$ cat src/rtl/alu_pkg.sv
// Shared encodings for alu_muldiv: Alu_op/funct codes, decoded op, FSM states.
// Optional feature macro: ALU_DIV_EN (adds DIV/DIVU to the decoder).
package alu_pkg;

    localparam logic [1:0] ALUOP_ADD   = 2'b00;
    localparam logic [1:0] ALUOP_SUB   = 2'b01;
    localparam logic [1:0] ALUOP_FUNCT = 2'b10;

    localparam logic [5:0] F_ADD   = 6'b100000;
    localparam logic [5:0] F_SUB   = 6'b100010;
    localparam logic [5:0] F_AND   = 6'b100100;
    localparam logic [5:0] F_OR    = 6'b100101;
    localparam logic [5:0] F_XOR   = 6'b100110;
    localparam logic [5:0] F_NOR   = 6'b100111;
    localparam logic [5:0] F_SLT   = 6'b101010;
    localparam logic [5:0] F_SLTU  = 6'b101011;
    localparam logic [5:0] F_MFHI  = 6'b010000;
    localparam logic [5:0] F_MFLO  = 6'b010010;
    localparam logic [5:0] F_MULT  = 6'b011000;
    localparam logic [5:0] F_MULTU = 6'b011001;
    localparam logic [5:0] F_DIV   = 6'b011010;
    localparam logic [5:0] F_DIVU  = 6'b011011;

    typedef enum logic [1:0] {
        ST_IDLE,
        ST_CALC,
        ST_FIX,
        ST_DONE
    } state_e;

    typedef enum logic [3:0] {
        OP_ADD, OP_SUB, OP_AND, OP_OR, OP_XOR, OP_NOR, OP_SLT, OP_SLTU,
        OP_MFHI, OP_MFLO, OP_MULT, OP_MULTU, OP_DIV, OP_DIVU, OP_ILL
    } op_e;

    // Map the Alu_op/funct pair onto one internal operation.
    function automatic op_e decode_op(input logic [1:0] alu_op, input logic [5:0] funct);
        op_e op;
        op = OP_ILL;
        case (alu_op)
            ALUOP_ADD: op = OP_ADD;
            ALUOP_SUB: op = OP_SUB;
            ALUOP_FUNCT: begin
                case (funct)
                    F_ADD:   op = OP_ADD;
                    F_SUB:   op = OP_SUB;
                    F_AND:   op = OP_AND;
                    F_OR:    op = OP_OR;
                    F_XOR:   op = OP_XOR;
                    F_NOR:   op = OP_NOR;
                    F_SLT:   op = OP_SLT;
                    F_SLTU:  op = OP_SLTU;
                    F_MFHI:  op = OP_MFHI;
                    F_MFLO:  op = OP_MFLO;
                    F_MULT:  op = OP_MULT;
                    F_MULTU: op = OP_MULTU;
`ifdef ALU_DIV_EN
                    F_DIV:   op = OP_DIV;
                    F_DIVU:  op = OP_DIVU;
`endif
                    default: op = OP_ILL;
                endcase
            end
            default: op = OP_ILL;
        endcase
        return op;
    endfunction

    // Operations that run on the iterative engine.
    function automatic logic op_is_muldiv(input op_e op);
        return (op == OP_MULT) || (op == OP_MULTU) || (op == OP_DIV) || (op == OP_DIVU);
    endfunction

    function automatic logic op_is_div(input op_e op);
        return (op == OP_DIV) || (op == OP_DIVU);
    endfunction

    function automatic logic op_is_signed(input op_e op);
        return (op == OP_MULT) || (op == OP_DIV);
    endfunction

endpackage

$ cat src/rtl/muldiv_engine.sv
// Iterative one-bit-per-cycle multiplier / restoring divider with sign fix-up.
// Optional feature macro: ALU_DIV_EN (divider datapath present only when defined).
module muldiv_engine #(
    parameter int unsigned WIDTH = 32
) (
    input  logic             clk,
    input  logic             rst_n,
    input  logic             start_i,
    input  logic             div_i,
    input  logic             signed_i,
    input  logic [WIDTH-1:0] a_i,
    input  logic [WIDTH-1:0] b_i,
    output logic             last_step_c_o,
    output logic             done_o,
    output logic [WIDTH-1:0] hi_o,
    output logic [WIDTH-1:0] lo_o
);

    localparam int unsigned CNT_W = (WIDTH > 1) ? $clog2(WIDTH) : 1;
    localparam int unsigned W2    = 2 * WIDTH;
    localparam logic [CNT_W-1:0] LAST_CNT = CNT_W'(WIDTH - 1);

    logic             busy_q, fix_q, done_q, neg_q;
    logic [CNT_W-1:0] cnt_q;
    logic [WIDTH:0]   acc_q, acc_d;
    logic [WIDTH-1:0] q_q, q_d, m_q;
    logic [WIDTH-1:0] hi_q, lo_q, fix_hi_c, fix_lo_c;
    logic [WIDTH:0]   sum_c;
    logic [W2-1:0]    prod_c, prod_fix_c;
    logic             sa_c, sb_c;
    logic [WIDTH-1:0] ma_c, mb_c;

`ifdef ALU_DIV_EN
    logic             div_q, neg_r_q, div0_q, ovf_q;
    logic [WIDTH-1:0] a_q;
    logic [WIDTH:0]   shift_c, diff_c;
    logic [WIDTH-1:0] quo_c, rem_c;
`else
    logic             unused_div;
    assign unused_div = div_i;
`endif

    assign last_step_c_o = busy_q && (cnt_q == LAST_CNT);
    assign done_o = done_q;
    assign hi_o   = hi_q;
    assign lo_o   = lo_q;

    // Operand magnitudes for signed operations.
    always_comb begin
        sa_c = signed_i & a_i[WIDTH-1];
        sb_c = signed_i & b_i[WIDTH-1];
        ma_c = sa_c ? (~a_i + WIDTH'(1)) : a_i;
        mb_c = sb_c ? (~b_i + WIDTH'(1)) : b_i;
    end

    // One shift-add (mul) or restoring subtract (div) step.
    always_comb begin
        sum_c = {1'b0, acc_q[WIDTH-1:0]} + (q_q[0] ? {1'b0, m_q} : '0);
        acc_d = {1'b0, sum_c[WIDTH:1]};
        q_d   = {sum_c[0], q_q[WIDTH-1:1]};
`ifdef ALU_DIV_EN
        shift_c = {acc_q[WIDTH-1:0], q_q[WIDTH-1]};
        diff_c  = shift_c - {1'b0, m_q};
        if (div_q) begin
            if (!diff_c[WIDTH]) begin
                acc_d = diff_c;
                q_d   = {q_q[WIDTH-2:0], 1'b1};
            end else begin
                acc_d = shift_c;
                q_d   = {q_q[WIDTH-2:0], 1'b0};
            end
        end
`endif
    end

    // Sign correction and special cases, producing the final HI/LO.
    always_comb begin
        prod_c     = {acc_q[WIDTH-1:0], q_q};
        prod_fix_c = neg_q ? (~prod_c + W2'(1)) : prod_c;
        fix_hi_c   = prod_fix_c[W2-1:WIDTH];
        fix_lo_c   = prod_fix_c[WIDTH-1:0];
`ifdef ALU_DIV_EN
        quo_c = neg_q   ? (~q_q + WIDTH'(1)) : q_q;
        rem_c = neg_r_q ? (~acc_q[WIDTH-1:0] + WIDTH'(1)) : acc_q[WIDTH-1:0];
        if (div_q) begin
            if (div0_q) begin
                fix_lo_c = '1;
                fix_hi_c = a_q;
            end else if (ovf_q) begin
                fix_lo_c = a_q;
                fix_hi_c = '0;
            end else begin
                fix_lo_c = quo_c;
                fix_hi_c = rem_c;
            end
        end
`endif
    end

    // Load on start, iterate WIDTH steps, then one fix-up cycle ending in done.
    always_ff @(posedge clk or negedge rst_n) begin
        if (!rst_n) begin
            busy_q  <= 1'b0;
            fix_q   <= 1'b0;
            done_q  <= 1'b0;
            neg_q   <= 1'b0;
            cnt_q   <= '0;
            acc_q   <= '0;
            q_q     <= '0;
            m_q     <= '0;
            hi_q    <= '0;
            lo_q    <= '0;
`ifdef ALU_DIV_EN
            div_q   <= 1'b0;
            neg_r_q <= 1'b0;
            div0_q  <= 1'b0;
            ovf_q   <= 1'b0;
            a_q     <= '0;
`endif
        end else begin
            done_q <= 1'b0;
            if (start_i) begin
                busy_q <= 1'b1;
                fix_q  <= 1'b0;
                cnt_q  <= '0;
                acc_q  <= '0;
                neg_q  <= sa_c ^ sb_c;
`ifdef ALU_DIV_EN
                div_q   <= div_i;
                neg_r_q <= sa_c;
                div0_q  <= (b_i == '0);
                ovf_q   <= signed_i && (a_i == {1'b1, {(WIDTH-1){1'b0}}}) && (b_i == '1);
                a_q     <= a_i;
                q_q     <= div_i ? ma_c : mb_c;
                m_q     <= div_i ? mb_c : ma_c;
`else
                q_q     <= mb_c;
                m_q     <= ma_c;
`endif
            end else if (busy_q) begin
                acc_q <= acc_d;
                q_q   <= q_d;
                cnt_q <= cnt_q + CNT_W'(1);
                if (last_step_c_o) begin
                    busy_q <= 1'b0;
                    fix_q  <= 1'b1;
                end
            end else if (fix_q) begin
                fix_q  <= 1'b0;
                done_q <= 1'b1;
                hi_q   <= fix_hi_c;
                lo_q   <= fix_lo_c;
            end
        end
    end

endmodule

$ cat src/rtl/alu_muldiv.sv
// Multi-cycle MIPS ALU: single-cycle R-type ops plus iterative MULT/DIV with HI/LO.
// Optional feature macro: ALU_DIV_EN (DIV/DIVU supported when defined, illegal otherwise).
module alu_muldiv
    import alu_pkg::*;
#(
    parameter int unsigned WIDTH = 32
) (
    input  logic             clk,
    input  logic             rst_n,
    input  logic             start_i,
    output logic             ready_o,
    input  logic [WIDTH-1:0] a_i,
    input  logic [WIDTH-1:0] b_i,
    input  logic [1:0]       alu_op_i,
    input  logic [5:0]       funct_i,
    output logic [WIDTH-1:0] result_o,
    output logic             zero_o,
    output logic             done_o,
    output logic [WIDTH-1:0] hi_o,
    output logic [WIDTH-1:0] lo_o,
    output logic             illegal_o
);

    state_e           state_q, state_d;
    op_e              op_q, dec_op_c;
    logic [WIDTH-1:0] a_q, b_q;
    logic [WIDTH-1:0] result_q, result_d, hi_q, hi_d, lo_q, lo_d, alu_c;
    logic             zero_q, zero_d, done_q, done_d, illegal_q, illegal_d, ready_q;
    logic             accept_c, eng_start_c, eng_last_c, eng_done;
    logic [WIDTH-1:0] eng_hi, eng_lo;

    assign dec_op_c    = decode_op(alu_op_i, funct_i);
    assign accept_c    = start_i && ready_q;
    assign eng_start_c = accept_c && op_is_muldiv(dec_op_c);

    assign ready_o   = ready_q;
    assign result_o  = result_q;
    assign zero_o    = zero_q;
    assign done_o    = done_q;
    assign hi_o      = hi_q;
    assign lo_o      = lo_q;
    assign illegal_o = illegal_q;

    muldiv_engine #(.WIDTH(WIDTH)) u_engine (
        .clk           (clk),
        .rst_n         (rst_n),
        .start_i       (eng_start_c),
        .div_i         (op_is_div(dec_op_c)),
        .signed_i      (op_is_signed(dec_op_c)),
        .a_i           (a_i),
        .b_i           (b_i),
        .last_step_c_o (eng_last_c),
        .done_o        (eng_done),
        .hi_o          (eng_hi),
        .lo_o          (eng_lo)
    );

    // Single-cycle ALU on the captured operands.
    always_comb begin
        alu_c = '0;
        case (op_q)
            OP_ADD:  alu_c = a_q + b_q;
            OP_SUB:  alu_c = a_q - b_q;
            OP_AND:  alu_c = a_q & b_q;
            OP_OR:   alu_c = a_q | b_q;
            OP_XOR:  alu_c = a_q ^ b_q;
            OP_NOR:  alu_c = ~(a_q | b_q);
            OP_SLT:  alu_c = WIDTH'($signed(a_q) < $signed(b_q));
            OP_SLTU: alu_c = WIDTH'(a_q < b_q);
            OP_MFHI: alu_c = hi_q;
            OP_MFLO: alu_c = lo_q;
            default: alu_c = '0;
        endcase
    end

    // Next state and next output values.
    always_comb begin
        state_d   = state_q;
        result_d  = result_q;
        zero_d    = zero_q;
        done_d    = 1'b0;
        illegal_d = illegal_q;
        hi_d      = hi_q;
        lo_d      = lo_q;
        case (state_q)
            ST_IDLE: if (accept_c) state_d = op_is_muldiv(dec_op_c) ? ST_CALC : ST_DONE;
            ST_CALC: if (eng_last_c) state_d = ST_FIX;
            ST_FIX:  state_d = ST_DONE;
            ST_DONE: begin
                state_d   = ST_IDLE;
                illegal_d = (op_q == OP_ILL);
                if (op_is_muldiv(op_q)) begin
                    done_d   = eng_done;
                    hi_d     = eng_hi;
                    lo_d     = eng_lo;
                    result_d = eng_lo;
                end else begin
                    done_d   = 1'b1;
                    result_d = alu_c;
                end
                zero_d = (result_d == '0);
            end
            default: state_d = ST_IDLE;
        endcase
    end

    // State, operand capture and output registers.
    always_ff @(posedge clk or negedge rst_n) begin
        if (!rst_n) begin
            state_q   <= ST_IDLE;
            op_q      <= OP_ILL;
            a_q       <= '0;
            b_q       <= '0;
            result_q  <= '0;
            zero_q    <= 1'b1;
            done_q    <= 1'b0;
            illegal_q <= 1'b0;
            hi_q      <= '0;
            lo_q      <= '0;
            ready_q   <= 1'b1;
        end else begin
            state_q   <= state_d;
            result_q  <= result_d;
            zero_q    <= zero_d;
            done_q    <= done_d;
            illegal_q <= illegal_d;
            hi_q      <= hi_d;
            lo_q      <= lo_d;
            ready_q   <= (state_d == ST_IDLE);
            if (accept_c) begin
                op_q <= dec_op_c;
                a_q  <= a_i;
                b_q  <= b_i;
            end
        end
    end

endmodule

$ cat config.mk
export PLATFORM = sky130hd
export DESIGN_NAME = alu_muldiv
export DESIGN_NICKNAME = d
export VERILOG_FILES = /design/src/rtl/alu_pkg.sv /design/src/rtl/muldiv_engine.sv /design/src/rtl/alu_muldiv.sv
export SDC_FILE = /design/constraint.sdc
export NUM_CORES = 1
export LEC_CHECK = 0
export BUFFER_PORTS_ARGS = -buffer_cell sky130_fd_sc_hd__buf_2
export CORE_MARGIN = 3
export CORE_UTILIZATION = 62
export CTS_CLUSTER_DIAMETER = 100
export CTS_CLUSTER_SIZE = 8
export DETAILED_ROUTE_END_ITERATION = 8
export PLACE_DENSITY_LB_ADDON = 0.08
export SLEW_MARGIN = 10
export SYNTH_ARGS = -nofsm -noshare
export SYNTH_HDL_FRONTEND = slang
export SYNTH_SLANG_ARGS = --single-unit
$ cat constraint.sdc
create_clock -name clk -period 4.9 [get_ports clk]
set_input_delay 0.735 -clock clk [delete_from_list [all_inputs] [get_ports clk]]
set_output_delay 0.735 -clock clk [all_outputs]
set_load 0.01 [all_outputs]
# --- Word-level counts from Yosys, hierarchy flattened ---
# Index checks and enable logic that the tools add are counted.
word_totals:
  wordCells: 127
  latchBits: 0
  input_bits: 75
  reg_bits: 339
  mem_count: 0
  romBits: 0
  output_inout_bits: 100
  ramBits: 0
classes:
  bitwise_logic: 12
  n_shift: 0
  n_mux: 30
  div: 0
  n_eq_ne: 37
  n_reduce_logical: 18
  addsub: 7
  n_mul: 0
  order_cmp: 2
op_table:
  columns: ["operator", "n"]
  rows:
  - ["32-bit one-hot mux with 10 select lines", 1]
  - ["32-bit two-way mux", 9]
  - ["32-bit inverter", 3]
  - ["32-bit by 1-bit adder with 32-bit output (second input constant)", 2]
  - ["64-bit by 1-bit adder with 64-bit output (second input constant)", 1]
  - ["32-bit less-than comparator", 2]
  - ["64-bit two-way mux", 1]
  - ["64-bit inverter", 1]
  - ["6-bit equality test (second input constant)", 8]
  - ["4-bit one-hot mux with 12 select lines", 1]
  - ["4-bit equality test (second input constant)", 11]
  - ["32-bit by 32-bit adder with 33-bit output", 1]
  - ["32-bit adder", 1]
  - ["32-bit bitwise AND", 1]
  - ["32-bit zero test", 1]
  - ["32-bit OR", 1]
  - ["32-bit subtractor", 1]
  - ["32-bit bitwise XOR", 1]
  - ["6-bit by 5-bit equality test with 1-bit output (second input constant)", 4]
  - ["4-bit by 3-bit equality test with 1-bit output (second input constant)", 4]
  - ["4-bit one-hot mux with 3 select lines", 1]
  - ["1-bit two-way mux", 11]
  - ["5-bit two-way mux", 2]
  - ["4-bit by 2-bit equality test with 1-bit output (second input constant)", 2]
  - ["18 further kinds", 35]

# --- Depth between registers and ports, before layout ---
logic_depth:
  depth_word: 11
  ltp_mapped: 15
  mapped_depth_nobuf: 15

# --- Hierarchy ---
# Synthesis repeated with hierarchy kept, for this count alone.
unflattened:
  cells_unflattened: 2843
  hier_area_um2: 24340.8
by_module_without_submodules:
  columns: ["module", "n_inst", "area_per_inst_um2", "cells_per_inst"]
  rows:
  - ["alu_muldiv", 1, 13085.0, 1531]
  - ["muldiv_engine", 1, 11255.8, 1312]

# --- Least setup slack after synthesis ---
# No wires, ideal clock.
synth_timing:
  path_type: "register to register"
  from: "reg a_q[2]"
  to: "reg zero_q (netlist: zero_o)"
  path_buffers: 1
  stages_incl_launch_ff: 15
  period_less_slack_ps: 3414
  setup_slack_ps: 1486
  arrival_ps: 3335
  required_time_ps: 4821
  path_cell_list: "dfrtp_1 inv_1 ha_1 clkbuf_1 nand2b_1 a2111oi_0 o41ai_1 a2111oi_0 o21bai_1 o41a_1 o21a_1 o32a_1 nand4b_1 nor4_1 a22o_1"
synth_between:
  elab_chain_len: 6
  word_cells_on_any_way: 12
  cone_classes: "add/sub: 2; order compare: 2; mux: 3; bitwise: 4; reduce/logical: 1"
synth_rtl:
  columns: ["item", "line_no", "text"]
  rows:
  - ["start, declared", "alu_muldiv.sv:26", "logic [WIDTH-1:0] a_q, b_q;"]
  - ["start signal, assigned", "alu_muldiv.sv:132", "a_q <= a_i;"]
  - ["branches (longest 2 deep; another with 32-bit subtractor)", null, null]
  - ["32-bit one-hot mux with 10 select lines *", "alu_muldiv.sv:61", "case (op_q)"]
  - ["32-bit two-way mux *", "alu_muldiv.sv:92", "if (op_is_muldiv(op_q)) begin"]
  - ["32-bit two-way mux *", "alu_muldiv.sv:85", "case (state_q)"]
  - ["32-bit zero test *", "alu_muldiv.sv:101", "zero_d = (result_d == '0);"]
  - ["end signal, assigned", "alu_muldiv.sv:124", "zero_q <= zero_d;"]
  - ["end, declared", "alu_muldiv.sv:28", "logic zero_q, zero_d, done_q, done_d, illegal_q, illegal_d, ready_q;"]
# Mark *: on every way between the ends. The select of a mux whose other input is x is not followed.
# A chain may end at the register's enable or synchronous reset.

# --- Worst setup path after layout ---
layout_timing:
  from: "reg op_q[2]"
  to: "reg zero_q (netlist: zero_o)"
layout_between:
  elab_chain_len: 7
  word_cells_on_any_way: 21
  cone_classes: "eq/ne: 13; mux: 3; reduce/logical: 5"
layout_rtl:
  columns: ["item", "line_no", "text"]
  rows:
  - ["start, declared", "alu_muldiv.sv:25", "op_e op_q, dec_op_c;"]
  - ["start signal, assigned", "alu_muldiv.sv:131", "op_q <= dec_op_c;"]
  - ["branches (longest 4 deep; another with 32-bit one-hot mux with 10 select lines)", null, null]
  - ["32-bit two-way mux *", "alu_muldiv.sv:92", null]
  - ["32-bit two-way mux *", "alu_muldiv.sv:85", null]
  - ["32-bit zero test *", "alu_muldiv.sv:101", null]
# Marked as above.

==> report_table.html <==
<table>
<tr><th>Metric</th><th>Value</th></tr>
<tr><th colspan="2">STA</th></tr>
<tr><td>Tightest Pin Transition</td><td>1.26 ns</td></tr>
<tr><td>Max-slew headroom</td><td>15.8%</td></tr>
<tr><td>Worst Slack Setup Final</td><td>0.485 ns</td></tr>
<tr><td>Final setup skew</td><td>0.0516 ns</td></tr>
<tr><td>Setup TNS Final</td><td>0 ns</td></tr>
<tr><td>Number of endpoints failing setup at the final stage</td><td>0</td></tr>
<tr><td>Max-slew violation total from the final report</td><td>0</td></tr>
<tr><td>Min cycle time layout</td><td>4.41 ns</td></tr>
<tr><td>Final worst path period share</td><td>90.1%</td></tr>
<tr><td>RSZ-0062 raised after global routing</td><td>no</td></tr>
<tr><td>Timing-limited maximum frequency</td><td>227 MHz</td></tr>
<tr><td>Hold violation count in the final report</td><td>0</td></tr>
<tr><td>WHS</td><td>0.150 ns</td></tr>
<tr><th colspan="2">Global routing</th></tr>
<tr><td>Maximum number of pins on one net before global-route repair</td><td>146</td></tr>
<tr><td>Grt met2 use</td><td>61.1%</td></tr>
<tr><td>Most used routing layer</td><td>met2</td></tr>
<tr><td>GR Util All Layers</td><td>39.5%</td></tr>
<tr><td>First-pass GRT wire length</td><td>127000 microns</td></tr>
<tr><td>Routing usage on met3</td><td>9.16%</td></tr>
<tr><td>Vias in the first global route</td><td>21.8k</td></tr>
<tr><td>Fraction of met1 tracks used by global routing</td><td>54.7%</td></tr>
<tr><td>Antenna violations before repair</td><td>11</td></tr>
<tr><td>Overall overflow remaining after global route</td><td>0</td></tr>
<tr><th colspan="2">Power</th></tr>
<tr><td>Worst vdd rail ir drop</td><td>317 uV</td></tr>
<tr><td>Static leakage power</td><td>12.0 nW</td></tr>
<tr><td>PD cells</td><td>658 nW/um^2</td></tr>
<tr><td>Overall power after layout</td><td>17.6 mW</td></tr>
<tr><th colspan="2">Drt</th></tr>
<tr><td>Vias per cell</td><td>6.69</td></tr>
<tr><td>Routed WL</td><td>82600 microns</td></tr>
<tr><td>Number of DRC violations after detailed routing</td><td>0</td></tr>
<tr><td>Post-route antenna net violation count</td><td>0</td></tr>
<tr><td>WL/cell</td><td>24.5 microns</td></tr>
<tr><td>Initial detailed-routing violation count</td><td>2313</td></tr>
<tr><td>Routed via count</td><td>22.6k</td></tr>
<tr><td>First drt pass iteration count</td><td>6</td></tr>
<tr><th colspan="2">Clocking</th></tr>
<tr><td>Latest clock arrival within the worst-skew pair</td><td>0.61 ns</td></tr>
<tr><td># Post-CTS Setup Buffers</td><td>0</td></tr>
<tr><td>Total number of H-tree levels</td><td>2</td></tr>
<tr><td>CTS Buf Count</td><td>48</td></tr>
<tr><td>TritonCTS Sinks</td><td>339</td></tr>
<tr><td>Clock tree root driver cell</td><td>sky130_fd_sc_hd__clkbuf_16</td></tr>
<tr><td>Clock slew at reported path FFs</td><td>0.06 ns</td></tr>
<tr><td>Max clock buf depth</td><td>3</td></tr>
<tr><td>Quantity of gates resized following cts</td><td>0</td></tr>
<tr><td>Number of hold-repair buffers added at the cts stage</td><td>0</td></tr>
<tr><td>TritonCTS clock tree</td><td>done</td></tr>
<tr><th colspan="2">Finish</th></tr>
<tr><td>Post-Layout Inst Area</td><td>26700 sq um</td></tr>
<tr><td>Fill cells</td><td>2954</td></tr>
<tr><td>Flip-flop and latch area</td><td>8490 sq um</td></tr>
<tr><td>Area of the multi-input gates</td><td>14400 sq um</td></tr>
<tr><td>Commonest non-fill, non-tap cells in the layout</td><td>332 x sky130_fd_sc_hd__dfrtp_1, 239 x sky130_fd_sc_hd__nor2_1, 227 x sky130_fd_sc_hd__a21oi_1, 204 x sky130_fd_sc_hd__nand2_1, 173 x sky130_fd_sc_hd__buf_2</td></tr>
<tr><td>Fraction of the core area covered by cells at the end of the flow</td><td>70.6%</td></tr>
<tr><td>Commonest non-fill, non-tap cell in the layout</td><td>sky130_fd_sc_hd__dfrtp_1</td></tr>
<tr><td>Area overhead of the layout relative to synthesis</td><td>11.7%</td></tr>
<tr><td>Net count reported at finish</td><td>3048</td></tr>
<tr><td>Non-filler cells, final</td><td>3378</td></tr>
<tr><td>Proportion of layout cells with a drive suffix above 1</td><td>16.3%</td></tr>
<tr><th colspan="2">Placement</th></tr>
<tr><td>Routability-driven placement congestion ratio</td><td>1.00</td></tr>
<tr><td>Sum of net half-perimeters after detailed placement</td><td>61400 microns</td></tr>
<tr><td>Count of buffers inserted at the top-level ports</td><td>174</td></tr>
<tr><td>Post-Place Worst Slack</td><td>0.574 ns</td></tr>
<tr><td>Placed Cells incl. Taps</td><td>3295</td></tr>
<tr><td>Placed cell area</td><td>25300 sq um</td></tr>
<tr><th colspan="2">Synth</th></tr>
<tr><td>Fraction of registers with async set or reset after synthesis</td><td>100%</td></tr>
<tr><td>Number of synthesized flops with an enable pin</td><td>0</td></tr>
<tr><td>Gate count of the mapped netlist</td><td>2717</td></tr>
<tr><td>Post-Syn Area per Cell</td><td>8.80 sq um</td></tr>
<tr><td>Synth Register Bits</td><td>339</td></tr>
<tr><td>Dominant register cell in the synthesized netlist</td><td>sky130_fd_sc_hd__dfrtp_1</td></tr>
<tr><td>Post-synthesis net count</td><td>2931</td></tr>
<tr><td>Cell variety after synth</td><td>94</td></tr>
<tr><td>Cell area after synthesis</td><td>23900 sq um</td></tr>
<tr><td>Number of warnings issued by yosys</td><td>0</td></tr>
<tr><td>Sequential-to-total area share from yosys stat</td><td>35.5%</td></tr>
<tr><th colspan="2">Die</th></tr>
<tr><td>Number of primary I/O pins</td><td>175</td></tr>
<tr><td>Number of placement rows</td><td>71</td></tr>
<tr><td>Initial cell density of the core</td><td>63.2%</td></tr>
<tr><td>Height of the die</td><td>202 microns</td></tr>
<tr><td>Die outline width</td><td>202 microns</td></tr>
<tr><td>Area of the core region</td><td>37800 sq um</td></tr>
<tr><td>Floorplan die area</td><td>41000 sq um</td></tr>
<tr><th colspan="2">Run</th></tr>
<tr><td>Maximum Capacitance Violations</td><td>0</td></tr>
<tr><th colspan="2">Setup path</th></tr>
<tr><td>Worst Path Max Fanout</td><td>35</td></tr>
<tr><td>Critical path required time</td><td>5.41 ns</td></tr>
<tr><td>Critical path class</td><td>flip-flop to flip-flop</td></tr>
<tr><td>Flop2flop setup slack</td><td>0.49 ns</td></tr>
<tr><td>Type of element launching the critical path</td><td>flip-flop</td></tr>
<tr><td>CP endpoint kind</td><td>flip-flop</td></tr>
<tr><td>Arrival time at the worst endpoint</td><td>4.92 ns</td></tr>
<tr><th colspan="2">Run status</th></tr>
<tr><td>Run status</td><td>finished clean</td></tr>
<tr><th colspan="2">Min path</th></tr>
<tr><td>Worst Hold Class</td><td>input port to asynchronous set/reset pin</td></tr>
</table>
routing by layer:
layer,up-vias,wire (microns)
met5,-,42
met1,11100,33400
met2,1239,37000
met4,6,3240
li1,10100,-
met3,217,8960
report_power, final:
part           internal (mW)  total, mW  switching [mW]
logic                   3.78       10.1            6.31
registers               3.44       4.34           0.897
clock network           1.86       3.16            1.30
cell families after synthesis:
family / count (synthesis) / synth area share [%]
simple gates: 808 / 16.7
compound gates: 830 / 22.8
buf+inv: 282 / 4.48
xor+xnor: 155 / 5.67
mux: 164 / 7.56
fa+ha+maj: 139 / 7.36
flops: 339 / 35.5
cells in the mapped netlist (all sizes together), types with 6 or more instances:
master / n / area (sq um)
dfrtp: 334 / 8360
nand2b: 30 / 188
xor2: 104 / 911
a221oi: 11 / 96.3
inv: 122 / 458
clkbuf: 135 / 507
a32oi: 7 / 61.3
mux2: 133 / 1500
o31ai: 50 / 409
o41ai: 16 / 140
o311a: 7 / 70.1
nand3b: 11 / 82.6
nor2: 240 / 901
o31a: 6 / 52.6
o21bai: 14 / 105
nor3: 50 / 262
o21ai: 182 / 911
nand3: 44 / 225
nor2b: 59 / 369
buf: 24 / 104
a211o: 14 / 123
a2111oi: 15 / 131
a21o: 24 / 180
nor4: 21 / 159
a22oi: 48 / 360
o21a: 24 / 180
and2: 41 / 257
or2: 13 / 83.8
o221ai: 7 / 61.3
mux2i: 31 / 310
o2111ai: 11 / 96.3
o22ai: 13 / 81.3
and3: 12 / 75.1
xnor2: 51 / 447
ha: 136 / 1700
or4: 18 / 146
or3: 24 / 150
a221o: 13 / 130
nand2: 206 / 773
a31oi: 23 / 144
o211ai: 14 / 105
a211oi: 55 / 413
nand4: 14 / 93.8
a21oi: 227 / 1140
sequential cells by signal (all words and copies together) (netlist names), 32 cells and up:
signal,count
u_engine.acc_q,32
lo_o,32
a_q,32
u_engine.m_q,32
u_engine.hi_o,32
u_engine.q_q,32
b_q,32
hi_o,32
u_engine.lo_o,32
result_o,32
area by class of cell:
type,count,share of cell area [%]
diodes,7,0.0655
clock buffers,72,4.83
clock inverters,4,0.374
inverters,123,1.73
multi-input cells,2096,54.0
flip-flops and latches,339,31.8
well taps,511,2.39
repair buffers,226,4.85
critical path: stages, from the launching register on:
cell                        delay [ns]
sky130_fd_sc_hd__dfstp_2          1.04
sky130_fd_sc_hd__xnor2_1          0.37
sky130_fd_sc_hd__nor2_1           0.36
sky130_fd_sc_hd__a2111oi_0        0.57
sky130_fd_sc_hd__buf_4            0.22
sky130_fd_sc_hd__o211ai_1         0.10
sky130_fd_sc_hd__a21oi_1          0.18
sky130_fd_sc_hd__mux2_2           0.18
sky130_fd_sc_hd__o22ai_1          0.10
sky130_fd_sc_hd__nor4_1           0.45
sky130_fd_sc_hd__nand4_1          0.20
sky130_fd_sc_hd__nor4_1           0.36
sky130_fd_sc_hd__a22o_1           0.17
path summary, 6_finish.rpt:
kind,startpoint,end,cells past startpoint
max in group asynchronous,rst_n,a_q[28],2
worst max-delay path,op_q[2],zero_o,12
worst min register to register,result_o[12],result_o[12],2
min in group clk,b_i[0],u_engine.q_q[0],3
worst max register to register,op_q[2],zero_o,12
worst min-delay path,rst_n,b_q[3],1
(Power assumes the default switching activity.)
